--- src/rtl/usb_crc_pkg.sv ---
// Shared constants and state type for the serial USB CRC engine.
package usb_crc_pkg;

   localparam logic [4:0]  CRC5_POLY      = 5'h05;
   localparam logic [4:0]  CRC5_RESIDUAL  = 5'h0C;
   localparam logic [15:0] CRC16_POLY     = 16'h8005;
   localparam logic [15:0] CRC16_RESIDUAL = 16'h800D;

   typedef enum logic [1:0] {
      IDLE = 2'd0,
      RUN  = 2'd1,
      DONE = 2'd2
   } crc_state_t;

endpackage

--- src/rtl/crc_lfsr_step.sv ---
// Single-bit CRC remainder step. The TX-side generator reuses it.
// Bits arrive LSB first on the wire, and each one enters at the top of the register.
module crc_lfsr_step #(
   parameter int               CRC_W = 16,
   parameter logic [CRC_W-1:0] POLY  = 16'h8005
) (
   input  logic [CRC_W-1:0] i_rem,
   input  logic             i_bit,
   output logic [CRC_W-1:0] o_rem_next
);

   logic w_fb;

   // Shift left, then fold in the polynomial when the feedback bit is set.
   always_comb begin
      w_fb       = i_rem[CRC_W-1] ^ i_bit;
      o_rem_next = {i_rem[CRC_W-2:0], 1'b0} ^ (w_fb ? POLY : '0);
   end

endmodule

--- src/rtl/usb_crc_engine.sv ---
// Serial USB CRC engine covering CRC5 tokens and CRC16 data packets.
//
// state | meaning
// IDLE  | cleared, no bits absorbed yet
// RUN   | absorbing packet bits
// DONE  | verdict held until clear or reset
module usb_crc_engine
   import usb_crc_pkg::*;
#(
   parameter int               CRC_W    = 16,
   parameter logic [CRC_W-1:0] POLY     = CRC_W'(CRC16_POLY),
   parameter logic [CRC_W-1:0] INIT     = '1,
   parameter logic [CRC_W-1:0] RESIDUAL = CRC_W'(CRC16_RESIDUAL),
   parameter int               CNT_W    = 11
) (
   input  logic             clk,
   input  logic             n_rst,
   input  logic             clear,
   input  logic             bit_valid,
   input  logic             data_bit,
   input  logic             check,
   output logic [CRC_W-1:0] crc_out,
   output logic             check_done,
   output logic             crc_ok,
   output logic             short_err,
   output logic [CNT_W-1:0] bit_count
);

   localparam logic [CNT_W-1:0] MIN_BITS = CNT_W'(CRC_W);

   crc_state_t       r_state;
   crc_state_t       w_state_next;
   logic [CRC_W-1:0] r_rem;
   logic [CNT_W-1:0] r_count;
   logic             r_ok;
   logic             r_short;

   logic [CRC_W-1:0] w_rem_step;
   logic [CRC_W-1:0] w_rem_next;
   logic [CNT_W-1:0] w_count_next;
   logic             w_absorb;
   logic             w_enter_done;

   crc_lfsr_step #(
      .CRC_W (CRC_W),
      .POLY  (POLY)
   ) u_step (
      .i_rem      (r_rem),
      .i_bit      (data_bit),
      .o_rem_next (w_rem_step)
   );

   // A coincident bit is absorbed before the check, so the verdict sees the post-update remainder and count.
   always_comb begin
      w_absorb     = bit_valid && (r_state != DONE);
      w_rem_next   = w_absorb ? w_rem_step : r_rem;
      w_count_next = (w_absorb && (r_count != '1)) ? r_count + CNT_W'(1) : r_count;
      w_enter_done = check && (r_state != DONE) && !clear;
   end

   // Next-state logic. clear wins over every other input.
   always_comb begin
      w_state_next = r_state;
      case (r_state)
         IDLE: begin
            if (check)
               w_state_next = DONE;
            else if (bit_valid)
               w_state_next = RUN;
         end
         RUN: begin
            if (check)
               w_state_next = DONE;
         end
         DONE:    w_state_next = DONE;
         default: w_state_next = IDLE;
      endcase
      if (clear)
         w_state_next = IDLE;
   end

   // State, remainder, counter and verdict registers.
   always_ff @(posedge clk or negedge n_rst) begin
      if (!n_rst) begin
         r_state <= IDLE;
         r_rem   <= INIT;
         r_count <= '0;
         r_ok    <= 1'b0;
         r_short <= 1'b0;
      end else begin
         r_state <= w_state_next;
         if (clear) begin
            r_rem   <= INIT;
            r_count <= '0;
            r_ok    <= 1'b0;
            r_short <= 1'b0;
         end else begin
            r_rem   <= w_rem_next;
            r_count <= w_count_next;
            if (w_enter_done) begin
               r_ok    <= (w_rem_next == RESIDUAL) && (w_count_next >= MIN_BITS);
               r_short <= (w_count_next < MIN_BITS);
            end
         end
      end
   end

   assign crc_out    = ~r_rem;
   assign check_done = (r_state == DONE);
   assign crc_ok     = r_ok;
   assign short_err  = r_short;
   assign bit_count  = r_count;

endmodule

--- config.mk ---
export PLATFORM = sky130hd
export DESIGN_NAME = usb_crc_engine
export DESIGN_NICKNAME = d
export VERILOG_FILES = /design/src/rtl/usb_crc_pkg.sv /design/src/rtl/crc_lfsr_step.sv /design/src/rtl/usb_crc_engine.sv
export SDC_FILE = /design/constraint.sdc
export NUM_CORES = 1
export LEC_CHECK = 0
export CORE_MARGIN = 1
export CORE_UTILIZATION = 60
export DETAILED_ROUTE_END_ITERATION = 12
export DONT_BUFFER_PORTS = 1
export GPL_TIMING_DRIVEN = 0
export PLACE_DENSITY = 0.76
export SLEW_MARGIN = 10
export SYNTH_ARGS = -nofsm -noshare
export SYNTH_HDL_FRONTEND = slang
export SYNTH_HIERARCHICAL = 1
export SYNTH_SLANG_ARGS = --single-unit
--- constraint.sdc ---
create_clock -name clk -period 2.15 [get_ports clk]
set_input_delay 0.43 -clock clk [delete_from_list [all_inputs] [get_ports clk]]
set_output_delay 0.43 -clock clk [all_outputs]
set_load 0.005 [all_outputs]
# Yosys cells after proc, flatten, opt, wreduce, memory -nomap -nowiden
# Cells that the tools add are included.
# op_classes
magnitude_cmp	2
n_addsub	1
eq_ne	7
bitwise_logic	3
muxes	14
n_reduce_logical	9
# ops
operator	n
2-to-1 mux 16 bit	3
2-to-1 mux 11 bit	2
== test 16 bit, second input constant	1
inverter 16 bit	1
bitwise XOR 16 bit	1
adder 11 x 1 -> 11 bit, second input constant	1
greater-or-equal comparator 11 x 5 -> 1 bit, second input constant	1
less-than comparator 11 x 5 -> 1 bit, second input constant	1
!= test 11 bit, second input constant	1
2-to-1 mux 2 bit	4
case mux 2 bit (3 select lines)	1
logical AND 1 bit	5
2-to-1 mux 1 bit	4
!= test 4 bit, second input constant	1
!= test 3 bit, second input constant	1
== test 2 x 1 -> 1 bit, second input constant	1
== test 2 bit, second input constant	1
zero test 2 bit	1
!= test 2 bit, second input constant	1
AND reduction 2 bit	1
nonzero test 2 bit	1
zero test 1 bit	1
bitwise XOR 1 bit	1
# word_totals
output_inout_bits	30
register_bits	31
elab_cells	41

# Longest topological paths before layout
# logic_depth
word_depth	8
mapped_depth	8

# Hierarchy
# The synthesis kept the hierarchy.
# modules_own_cells
mod	cells_per_inst	seq_area_each_um2	instances	area_per_inst_um2
usb_crc_engine	181	795.8	1	1724.2
crc_lfsr_step	17	0.0	1	161.4

# Least setup slack after synthesis
# No wires, ideal clock.
# synth_timing
path_type	register to register
startpoint	register r_state[0]
endpoint	register r_ok, in the netlist crc_ok
arrival_time_ps	1616
stages_incl_launch_ff	8
path_buffers	0
path_slack_ps	413
path_cell_list	dfrtp_1 > inv_1 > ha_1 > and3b_1 > a211o_1 > a21oi_1 > nand4_1 > a32o_1
# synth_between
elab_chain_cells	8
elab_cells_between_ends	13
cone_classes	order compare: 1; eq/ne: 2; mux: 4; reduce/logical: 6
# synth_lines
element	line_no	source
start, declared	usb_crc_engine.sv:31	crc_state_t r_state;
start signal, assigned	usb_crc_engine.sv:91	r_state <= w_state_next;
!= test 2 bit (*)	usb_crc_engine.sv:55, usb_crc_engine.sv:58	
logical AND 1 bit	usb_crc_engine.sv:55	w_absorb = bit_valid && (r_state != DONE);
logical AND 1 bit	usb_crc_engine.sv:57	w_count_next = (w_absorb && (r_count != '1)) ? r_count + CNT_W'(1) : r_count;
2-to-1 mux 11 bit	usb_crc_engine.sv:57	
greater-or-equal comparator 11 x 5 -> 1 bit	usb_crc_engine.sv:101	r_ok <= (w_rem_next == RESIDUAL) && (w_count_next >= MIN_BITS);
logical AND 1 bit	usb_crc_engine.sv:101	
2-to-1 mux 1 bit	usb_crc_engine.sv:100	if (w_enter_done) begin
2-to-1 mux 1 bit	usb_crc_engine.sv:92	if (clear) begin
end signal, assigned	usb_crc_engine.sv:101	
end, declared	usb_crc_engine.sv:35	logic r_ok;
# Mark *: on every way between the ends. The rest lies on a longest branch, timed or not. The select of a mux whose other input is x is not followed.
# A chain may end at the register's enable or synchronous reset.

# Worst setup path after layout
# layout_timing
startpoint	register r_state[0]
endpoint	register r_short, in the netlist short_err
# layout_between
elab_chain_cells	7
elab_cells_between_ends	10
cone_classes	order compare: 1; eq/ne: 1; mux: 3; reduce/logical: 5
# layout_lines
element	line_no	source
!= test 2 bit (*)	usb_crc_engine.sv:55, usb_crc_engine.sv:58	
logical AND 1 bit	usb_crc_engine.sv:55	
logical AND 1 bit	usb_crc_engine.sv:57	
2-to-1 mux 11 bit	usb_crc_engine.sv:57	
less-than comparator 11 x 5 -> 1 bit	usb_crc_engine.sv:102	r_short <= (w_count_next < MIN_BITS);
2-to-1 mux 1 bit	usb_crc_engine.sv:100	
2-to-1 mux 1 bit	usb_crc_engine.sv:92	
end signal, assigned	usb_crc_engine.sv:102	
end, declared	usb_crc_engine.sv:36	logic r_short;
# Marks and branches as above.

==> impl_results.md <==
* Critical Path Start Type: flop
* Fin crit share at 92.7%
* First-pass GRT wire length at ~6.5 mm
* Core Area at ~2900 um^2
* Status: finished, final reports clean
* Mean post-synth cell area at 9.52 um^2
* Overflow after GRT at 0
* Setup TNS Final at 0 ns
* Sequential area share after synthesis at 42.2%
* VDD IR-drop max at 0.000524 V
* Fillers at 234
* Critical path endpoint category: flop
* Synth Cell Area at 1890 um^2
* Max Cap Viol at 0
* P_sw at 0.425 mW
* EDFF count, synth at 0
* CTS tree: yes
* Initial Util at 65.6%
* Crit Path Class: reg2reg
* # rows at 19
* Tot GR Track Use at 25.9%
* IO Count at 36
* Clock slew at reported path FFs at about 0.10 ns
* RSZ-0062 raised after global routing: false
* Leading area contributor after synthesis: dfstp_2
* Yosys cell types at 47
* Commonest cells in the synthesized netlist: nor2_1, inv_1, a211o_1
* Post-CTS setup buffers at 0
* CP arrival at 2.23 ns
* Comb pwr share at a little under a quarter
* IO buf count at 0
* R2r setup slk at between 0.15 and 0.2 ns
* CTS max path bufs at 2
* Clock network power share at between 20% and 30%
* Static Leakage at 0.998 nW
* Mapped Nets at between 200 and 250
* Die H at 58.1 um
* Worst EP required at 2.38 ns
* Min Tclk post-route at 1.99 ns
* Hold WS at 0.144 ns
* Asr flop ratio synth at 100%
* Worst-Margin Slew at between 0.5 and 0.6 ns
* Routability cong. at 0.879
* Post-route antenna net violation count at 0
* Clock latency on the worst-skew pair at 0.34 ns
* Synth area leaders: dfstp_2, dfrtp_1, a211o_1
* Ratio of cells with drive above 1 in the final layout at 23.1%
* Hpwl dp at 2.80 mm
* Crit-path max FO at 5
* Top FF cell, synth: dfstp_2
* Final hold vios at 0
* Clk sink count at 31
* Routed wire per std cell at 16.0 um
* PD cells at 678 nW/um^2
* Pwr Total at 1.37 mW
* H-tree lvl count at 2
* CTS Buf Count at 5
* DR iter-0 viols at 86
* Cells after synthesis at 198
* Vias per inst at 5.94
* Seq cells post-synth at 31
* Horiz. Die Dim at 58.1 um
* Die area at between 3000 and 4000 um^2
* Hold_buf cts at 2
* Final wirelength at ~4.0 mm
* Internal at about 0.94 mW
* HP Class: in2reg
* CTS root buffer: clkbuf_4
* Diodes inserted at 0
* Vias in the first global route at roughly 1,400
* Pre-Repair DR Iteration Count at 4
* Syn-to-layout area delta at 7.03%
* Nets at 218
* Number of gates resized after cts at 0
* Max-slew violations at 0
* Count leader, synth: nor2_1
* Share of the synthesized area in the top cell type at 22.3%
* Achievable Freq at 502 MHz
* Ys Warns at 6
* Via Count at 1,486
* Setup-failing EPs final at 0
* Slew margin rel. at 65.8%
* Largest net degree at the start of global routing at 32
* Switch share at approximately 31%
* Reg power frac at 51.9%
* Initial antenna violation count at 0
* Residual DRC at 0
* Final Skew at 0.0100 ns
==> cells in the final DEF, fill, tap and decap left out, types with 3 or more instances in the layout <==
master	synthesis	routed
dfstp_2	16	16
a211o_1	17	17
clkbuf_1	4	6
clkbuf_4	0	5
nor2_1	28	28
o21ai_0	3	3
nor3_1	3	3
mux2i_1	3	3
nor4_1	3	3
xor2_1	3	3
dfrtp_1	15	15
nand2_1	6	6
nand3_1	6	6
buf_2	6	6
inv_1	19	19
a21oi_1	5	5
buf_4	14	14
ha_1	5	5
nand4_1	4	4
==> layer usage <==
layer / share of wire (%) / vias to the layer above / GRT usage (%)
met5: 0 / - / 0
met4: 1.6 / 0 / 10.5
met3: 8.1 / 7 / 9.38
met2: 47 / 59 / 40.4
met1: 43 / 719 / 32.8
li1: - / 701 / -
==> worst paths after layout <==
kind / start / end / cells after the start
worst max-delay path: r_state[0] / short_err / 7
worst min-delay path: check / r_state[0] / 1
worst max register to register: r_state[0] / short_err / 7
worst min register to register: crc_ok / crc_ok / 1
max in group asynchronous: n_rst / r_rem[7] / 2
min in group asynchronous: n_rst / r_state[0] / 2
==> kinds of logic after synthesis <==
family,synth area share (%)
buf+inv,11.7
compound gates,16.0
simple gates,20.3
flops,42.2
fa+ha+maj,3.32
mux,1.59
xor+xnor,4.84
==> state kept, by name, indices dropped and copies added, names as in the netlist <==
name,flops
r_rem,16
bit_count,11
r_state,2
crc_ok,1
short_err,1
==> power groups by stage <==
stage | logic (mW) | registers, mW | clock network (mW)
4_1_cts | 0.330 | 0.710 | 0.341
3_5_place_dp | 0.310 | 0.720 | 0
3_3_place_gp | 0.295 | 0.716 | 0
2_1_floorplan | 0.259 | 0.706 | 0
6_report | 0.329 | 0.710 | 0.329
5_1_grt | 0.365 | 0.715 | 0.357
==> per-stage QoR <==
stage	utilization (%)	instance area [um^2]	setup slack [ns]	cells
detailed placement	67.4	1940	0.211	240
floorplan	-	1890	0.413	198
CTS	70.2	2020	0.177	250
finish	70.2	2020	0.157	250
global placement	67.4	1940	0.267	240
global route	70.2	2020	0.0149	250
==> final cells by class <==
type | instances | area, um^2 | share of cell area, %
sequential | 31 | 796 | 39.4
timing repair buffer | 2 | 30.0 | 1.49
inverter | 19 | 71.3 | 3.53
multi-input combinational | 124 | 868 | 43.0
tap | 42 | 52.6 | 2.60
clock buffer | 7 | 45.0 | 2.23
buffer | 24 | 150 | 7.44
clock inverter | 1 | 5.00 | 0.248
==> critical path, cell delays in order, from the launching register on <==
cell and delay [ns]:
dfrtp_1 0.43, inv_1 0.10, ha_1 0.26, and3b_1 0.25
a211o_1 0.30, a21oi_1 0.15, nand4_1 0.15, o31ai_1 0.26
Note: power is estimated with default switching activity, not from simulation.
